$ cat config.mk
export PLATFORM = sky130hd
export DESIGN_NAME = ctrl_sequencer_flat
export DESIGN_NICKNAME = d
export VERILOG_FILES = /design/src/rtl/seq_pkg.sv /design/src/rtl/ctrl_sequencer_if.sv /design/src/rtl/seq_prog_mem.sv /design/src/rtl/ctrl_sequencer.sv /design/src/flat_wrapper.sv
export SDC_FILE = /design/constraint.sdc
export NUM_CORES = 1
export LEC_CHECK = 0
export ABC_CLOCK_PERIOD_IN_PS = 4900
export CORE_UTILIZATION = 55
export CTS_CLUSTER_SIZE = 28
export DETAILED_ROUTE_END_ITERATION = 7
export PLACE_DENSITY = 0.75
export SYNTH_ARGS = -nofsm -noshare
export SYNTH_HDL_FRONTEND = slang
export SYNTH_HIERARCHICAL = 1
export SYNTH_SLANG_ARGS = --single-unit
$ cat constraint.sdc
create_clock -name clk -period 4.9 [get_ports clk]
set_input_delay 0.98 -clock clk [delete_from_list [all_inputs] [get_ports clk]]
set_output_delay 0.98 -clock clk [all_outputs]
set_load 0.03 [all_outputs]
$ cat src/rtl/seq_pkg.sv
// Shared definitions for the control sequencer: state encoding and program word layout.
package seq_pkg;

    localparam int INSTR_W  = 4;
    localparam int HALT_BIT = 3;
    localparam int CODE_W   = 3;

    typedef enum logic [1:0] {
        S_IDLE  = 2'd0,
        S_FETCH = 2'd1,
        S_ISSUE = 2'd2,
        S_DONE  = 2'd3
    } state_t;

    function automatic logic is_halt(input logic [INSTR_W-1:0] word);
        return word[HALT_BIT];
    endfunction

    function automatic logic [CODE_W-1:0] code_of(input logic [INSTR_W-1:0] word);
        return word[CODE_W-1:0];
    endfunction

endpackage

$ cat src/rtl/ctrl_sequencer_if.sv
// Program-load, run-control and datapath-control signals of the sequencer.
interface ctrl_sequencer_if
    import seq_pkg::*;
#(
    parameter int AW = 4
);
    logic               prog_we;
    logic [AW-1:0]      prog_addr;
    logic [INSTR_W-1:0] prog_data;
    logic               start;
    logic               pause;
    logic [CODE_W-1:0]  control;
    logic               ctrl_valid;
    logic [AW-1:0]      pc;
    logic               busy;
    logic               done;

    modport master (
        output prog_we, prog_addr, prog_data, start, pause,
        input  control, ctrl_valid, pc, busy, done
    );

    modport slave (
        input  prog_we, prog_addr, prog_data, start, pause,
        output control, ctrl_valid, pc, busy, done
    );

endinterface

$ cat src/rtl/seq_prog_mem.sv
// Program store: one write port, one registered read port, contents survive reset.
module seq_prog_mem
    import seq_pkg::*;
#(
    parameter int DEPTH = 16,
    parameter int AW    = 4
)(
    input  logic               clk,
    input  logic               i_we,
    input  logic [AW-1:0]      i_waddr,
    input  logic [INSTR_W-1:0] i_wdata,
    input  logic [AW-1:0]      i_raddr,
    output logic [INSTR_W-1:0] o_rdata
);

    logic [INSTR_W-1:0] r_mem [DEPTH];

    // Write-first forwarding so a word loaded on the same edge as start is the one fetched.
    always_ff @(posedge clk) begin
        if (i_we) begin
            r_mem[i_waddr] <= i_wdata;
        end
        if (i_we && (i_waddr == i_raddr)) begin
            o_rdata <= i_wdata;
        end else begin
            o_rdata <= r_mem[i_raddr];
        end
    end

endmodule

$ cat src/rtl/ctrl_sequencer.sv
// Replays a loaded program of control words to the datapath, each held HOLD cycles,
// stopping on a halt word or after the last memory word.
module ctrl_sequencer
    import seq_pkg::*;
#(
    parameter int DEPTH = 16,
    parameter int AW    = 4,
    parameter int HOLD  = 2
)(
    input  logic             clk,
    input  logic             rst,
    ctrl_sequencer_if.slave  bus
);

    localparam int              CW       = (HOLD > 1) ? $clog2(HOLD) : 1;
    localparam logic [CW-1:0]   CNT_LAST = CW'(HOLD - 1);
    localparam logic [AW-1:0]   PC_LAST  = AW'(DEPTH - 1);

    state_t              r_state;
    state_t              w_state_nxt;
    logic [AW-1:0]       r_pc;
    logic [AW-1:0]       w_pc_nxt;
    logic [CW-1:0]       r_cnt;
    logic [CW-1:0]       w_cnt_nxt;
    logic [CODE_W-1:0]   r_control;
    logic [CODE_W-1:0]  w_control_nxt;
    logic                r_valid;
    logic                w_valid_nxt;
    logic                r_done;
    logic                w_done_nxt;
    logic                w_busy;
    logic                w_mem_we;
    logic [INSTR_W-1:0]  w_rdata;

    assign w_busy   = (r_state == S_FETCH) || (r_state == S_ISSUE);
    assign w_mem_we = bus.prog_we && !w_busy;

    // Read address is the next pc, so the word is already registered during FETCH.
    seq_prog_mem #(
        .DEPTH (DEPTH),
        .AW    (AW)
    ) u_mem (
        .clk     (clk),
        .i_we    (w_mem_we),
        .i_waddr (bus.prog_addr),
        .i_wdata (bus.prog_data),
        .i_raddr (w_pc_nxt),
        .o_rdata (w_rdata)
    );

    always_ff @(posedge clk or posedge rst) begin
        if (rst) begin
            r_state   <= S_IDLE;
            r_pc      <= '0;
            r_cnt     <= '0;
            r_control <= '0;
            r_valid   <= 1'b0;
            r_done    <= 1'b0;
        end else begin
            r_state   <= w_state_nxt;
            r_pc      <= w_pc_nxt;
            r_cnt     <= w_cnt_nxt;
            r_control <= w_control_nxt;
            r_valid   <= w_valid_nxt;
            r_done    <= w_done_nxt;
        end
    end

    always_comb begin
        w_state_nxt   = r_state;
        w_pc_nxt      = r_pc;
        w_cnt_nxt     = r_cnt;
        w_control_nxt = r_control;
        w_valid_nxt   = r_valid;
        w_done_nxt    = r_done;

        case (r_state)
            S_IDLE: begin
                if (bus.start) begin
                    w_pc_nxt    = '0;
                    w_state_nxt = S_FETCH;
                end
            end

            S_FETCH: begin
                if (is_halt(w_rdata)) begin
                    w_state_nxt = S_DONE;
                    w_done_nxt  = 1'b1;
                end else begin
                    w_state_nxt   = S_ISSUE;
                    w_control_nxt = code_of(w_rdata);
                    w_valid_nxt   = 1'b1;
                    w_cnt_nxt     = '0;
                end
            end

            S_ISSUE: begin
                // pause freezes the hold count and keeps the word on the bus.
                if (!bus.pause) begin
                    if (r_cnt == CNT_LAST) begin
                        w_control_nxt = '0;
                        w_valid_nxt   = 1'b0;
                        w_cnt_nxt     = '0;
                        if (r_pc == PC_LAST) begin
                            w_state_nxt = S_DONE;
                            w_done_nxt  = 1'b1;
                        end else begin
                            w_pc_nxt    = r_pc + AW'(1);
                            w_state_nxt = S_FETCH;
                        end
                    end else begin
                        w_cnt_nxt = r_cnt + CW'(1);
                    end
                end
            end

            S_DONE: begin
                if (bus.start) begin
                    w_done_nxt  = 1'b0;
                    w_pc_nxt    = '0;
                    w_state_nxt = S_FETCH;
                end
            end

            default: begin
                w_state_nxt = S_IDLE;
            end
        endcase
    end

    assign bus.control    = r_control;
    assign bus.ctrl_valid = r_valid;
    assign bus.pc         = r_pc;
    assign bus.busy       = w_busy;
    assign bus.done       = r_done;

endmodule

$ cat src/flat_wrapper.sv
// flat-port wrapper written by rule: the top's interface ports become plain ports
module ctrl_sequencer_flat import seq_pkg::*;
#(
    parameter int DEPTH = 16,
    parameter int AW    = 4,
    parameter int HOLD  = 2
)
  (clk, rst, bus_prog_we, bus_prog_addr, bus_prog_data, bus_start, bus_pause, bus_control, bus_ctrl_valid, bus_pc, bus_busy, bus_done);
  ctrl_sequencer_if #(.AW(AW)) bus_i ();
  input  logic clk;
  input  logic rst;
  input wire logic [$bits(bus_i.prog_we)-1:0] bus_prog_we;
  input wire logic [$bits(bus_i.prog_addr)-1:0] bus_prog_addr;
  input wire logic [$bits(bus_i.prog_data)-1:0] bus_prog_data;
  input wire logic [$bits(bus_i.start)-1:0] bus_start;
  input wire logic [$bits(bus_i.pause)-1:0] bus_pause;
  output wire logic [$bits(bus_i.control)-1:0] bus_control;
  output wire logic [$bits(bus_i.ctrl_valid)-1:0] bus_ctrl_valid;
  output wire logic [$bits(bus_i.pc)-1:0] bus_pc;
  output wire logic [$bits(bus_i.busy)-1:0] bus_busy;
  output wire logic [$bits(bus_i.done)-1:0] bus_done;
  assign bus_i.prog_we = bus_prog_we;
  assign bus_i.prog_addr = bus_prog_addr;
  assign bus_i.prog_data = bus_prog_data;
  assign bus_i.start = bus_start;
  assign bus_i.pause = bus_pause;
  assign bus_control = bus_i.control;
  assign bus_ctrl_valid = bus_i.ctrl_valid;
  assign bus_pc = bus_i.pc;
  assign bus_busy = bus_i.busy;
  assign bus_done = bus_i.done;
  ctrl_sequencer #(.DEPTH(DEPTH), .AW(AW), .HOLD(HOLD)) u_core (.clk(clk), .rst(rst), .bus(bus_i));
endmodule
==> impl_metrics.json <==
{
  "status": "completed",
  "grt_pass1_wl_mm": 9.22,
  "clk_path_buf_depth": 2,
  "p_per_area_nw_per_um2": 440,
  "p_int_mw": 1.22,
  "die_area_um2": 6490,
  "criticalPathCategory": "register to output pin",
  "fin_skew_ns": 0.00556,
  "cp_data_arrival_time_ns": 1.94,
  "p_sw_share_pct": 28.4,
  "ant_nets": 0,
  "synthCells": 209,
  "ys_types": 36,
  "synth.largest_area_cell": "edfxtp_1",
  "clkLatencyLatePin_ns": 0.34,
  "vias": 1922,
  "maxCapViolCount": 0,
  "routed_via_density": 6.06,
  "setup.worst_path.start_class": "register",
  "ys.flop_type": "edfxtp_1",
  "ios": 23,
  "power.combinational.fraction_pct": 21.8,
  "finalCritPeriodShare_pct": 59.6,
  "syn_avg_cell_area_um2": 16.3,
  "drive_above_1_share_pct": 9.09,
  "drcViolationCount": 0,
  "p_sw_mw": 0.485,
  "antenna_cells": 0,
  "power.total_mw": 1.71,
  "routed.top_layer": "met4",
  "grt-ovfl-total": 0,
  "cts_htree_levels": 3,
  "yosysMostFrequentCell": "edfxtp_1",
  "grt_max_degree": 17,
  "cts_tree": "yes",
  "ir_worst_vdd_mv": 0.316,
  "drt-met1-wl_mm": 2.50,
  "syn2layout_area_growth_pct": 14.4,
  "p_leak_nw": 1.31,
  "rows": 28,
  "drt_pass1_iterations": 4,
  "synthArstFlopShare_pct": 15.0,
  "hold_ws_ns": 0.501,
  "crit_chain": "inv_1 -> ha_1 -> clkdlybuf4s50_1",
  "syn-num-nets": 228,
  "portBuffers": 22,
  "synth_edf_count": 64,
  "core_area_um2": 5960,
  "ys_ff_latch": 80,
  "ys_seq_area_share_pct": 67.8,
  "root_buffer": "clkbuf_8",
  "yosys-top-cells-count": "64 x edfxtp_1, 18 x nor2_1, 15 x nand3_1, 14 x mux4_1, 13 x nand2_1",
  "die_h_um": 80.6,
  "setup_viol": 0,
  "final_cells": 317,
  "critPathMaxStageDelay_ns": 0.69,
  "crit_path_end_kind": "output pin",
  "clock-sinks": 80,
  "routed_wl_mm": 5.88,
  "tightest_slew_ns": 0.862,
  "clkPwrFrac_pct": 30.5,
  "slew_headroom_pct": 42.4,
  "holdBufCountCts": 0,
  "post-route-min-period_ns": 2.92,
  "clock.fmax_mhz": 343,
  "routedWlPerCell_um": 18.5,
  "cts_buffers": 9,
  "p_seq_share_pct": 47.7,
  "dr_wl_met3_um": 279,
  "postCtsResizedCells": 0,
  "drt_iter0_drc": 139,
  "ys_warn_count": 6,
  "worstPathRequired_ns": 3.92,
  "start_util_pct": 57.0,
  "dr_wl_met2_mm": 3.01,
  "crit_fanout": 5,
  "clkTransAtPathRegs_ns": 0.08,
  "synth_area_um2": 3400,
  "rsz0062_at_grt": "no",
  "grt_pass1_vias": 1899,
  "final.setup.tns_ns": 0,
  "gp_congestion": 0.778,
  "maxSlewViolCount": 0,
  "nNetsFinal": 256,
  "post_cts_buffers": 0,
  "track_usage_pct": 20.6,
  "hold_violations": 0,
  "hold_path.class": "register to register",
  "synthTopCellsByArea": "edfxtp_1 57%, mux4_1 11%, dfrtp_1 8.8%",
  "critPathSlowestCell": "clkdlybuf4s50_1",
  "die_width_um": 80.6,
  "place_hpwl_mm": 4.02,
  "place_inst": 301,
  "antenna_found_initial": 0,
  "synth_top_area_share_pct": 56.6,
  "final_util_pct": 65.3
}
state kept, by name, indices dropped and copies added (netlist names), named ones only:
| register | count |
|---|---|
| u_core/r_state | 2 |
| u_core/bus.control | 3 |
| u_core/r_cnt | 1 |
| u_core/bus.pc | 4 |
| u_core/bus.done | 1 |
| u_core/bus.ctrl_valid | 1 |
| u_core/u_mem/r_mem | 64 |
power groups by stage:
stage / clock, mW / sequential [mW] / combinational (mW)
floorplan: 0 / 0.848 / 0.235
global placement: 0 / 0.827 / 0.362
detailed placement: 0 / 0.830 / 0.370
CTS: 0.531 / 0.815 / 0.371
global route: 0.564 / 0.821 / 0.404
finish: 0.521 / 0.815 / 0.372
layer usage:
layer,vias to the layer above,global-route usage [%]
met2,65,34.2
met4,0,9.64
met5,-,0
li1,889,-
met1,959,24.7
met3,9,6.25
worst paths after layout:
| kind | startpoint | end | slack (ns) | cells after the start |
|---|---|---|---|---|
| hold reg to reg | u_core/bus.done | u_core/bus.done | 0.50 | 1 |
| max in group asynchronous | rst | u_core/bus.pc[1] | 3.62 | 2 |
| setup / recovery | u_core/r_state[1] | bus_busy | 1.98 | 3 |
| setup reg to reg | register | u_core/bus.done | 2.23 | 7 |
| hold / removal | u_core/bus.done | u_core/bus.done | 0.50 | 1 |
| min in group asynchronous | rst | u_core/r_state[0] | 0.95 | 2 |
cells in the final DEF, fill, tap and decap left out, types with 9 or more instances in the layout:
master,Yosys,routed
edfxtp_1,64,64
clkdlybuf4s50_1,0,22
nor2_1,18,18
nand3_1,15,15
mux4_1,14,14
nand2_1,13,13
dfrtp_1,12,12
clkbuf_8,0,9
nor2b_1,9,9
stage by stage:
step | cell area, um^2 | setup slack, ns
after floorplan | 3400 | 2.52
after global placement | 3670 | 1.85
after detailed placement | 3670 | 1.81
after CTS | 3890 | 1.98
after global routing | 3890 | 1.89
final | 3890 | 1.98
logic make-up after synthesis:
| group | share of synthesized area, % |
|---|---|
| muxes | 12.4 |
| buffers and inverters | 1.73 |
| adders and majority gates | 2.21 |
| DFF | 67.8 |
| and+or+nand+nor | 10.1 |
| AOI/OAI and AO/OA | 5.78 |
critical path: cells and delay by family (launching register included):
family                     cells  cell delay, ns
buffers and inverters          2            0.79
adders and majority gates      1            0.37
DFF                            1            0.42
cell type report:
type                            instances  area (um^2)
Tap cell                               75         93.8
Fill cell                             429         2070
Multi-Input combinational cell        120         1040
Clock buffer                            9          124
Clock inverter                          7         95.1
Inverter                                4         15.0
Sequential cell                        80         2300
Timing Repair Buffer                   22          220
(Power assumes the default switching activity.)
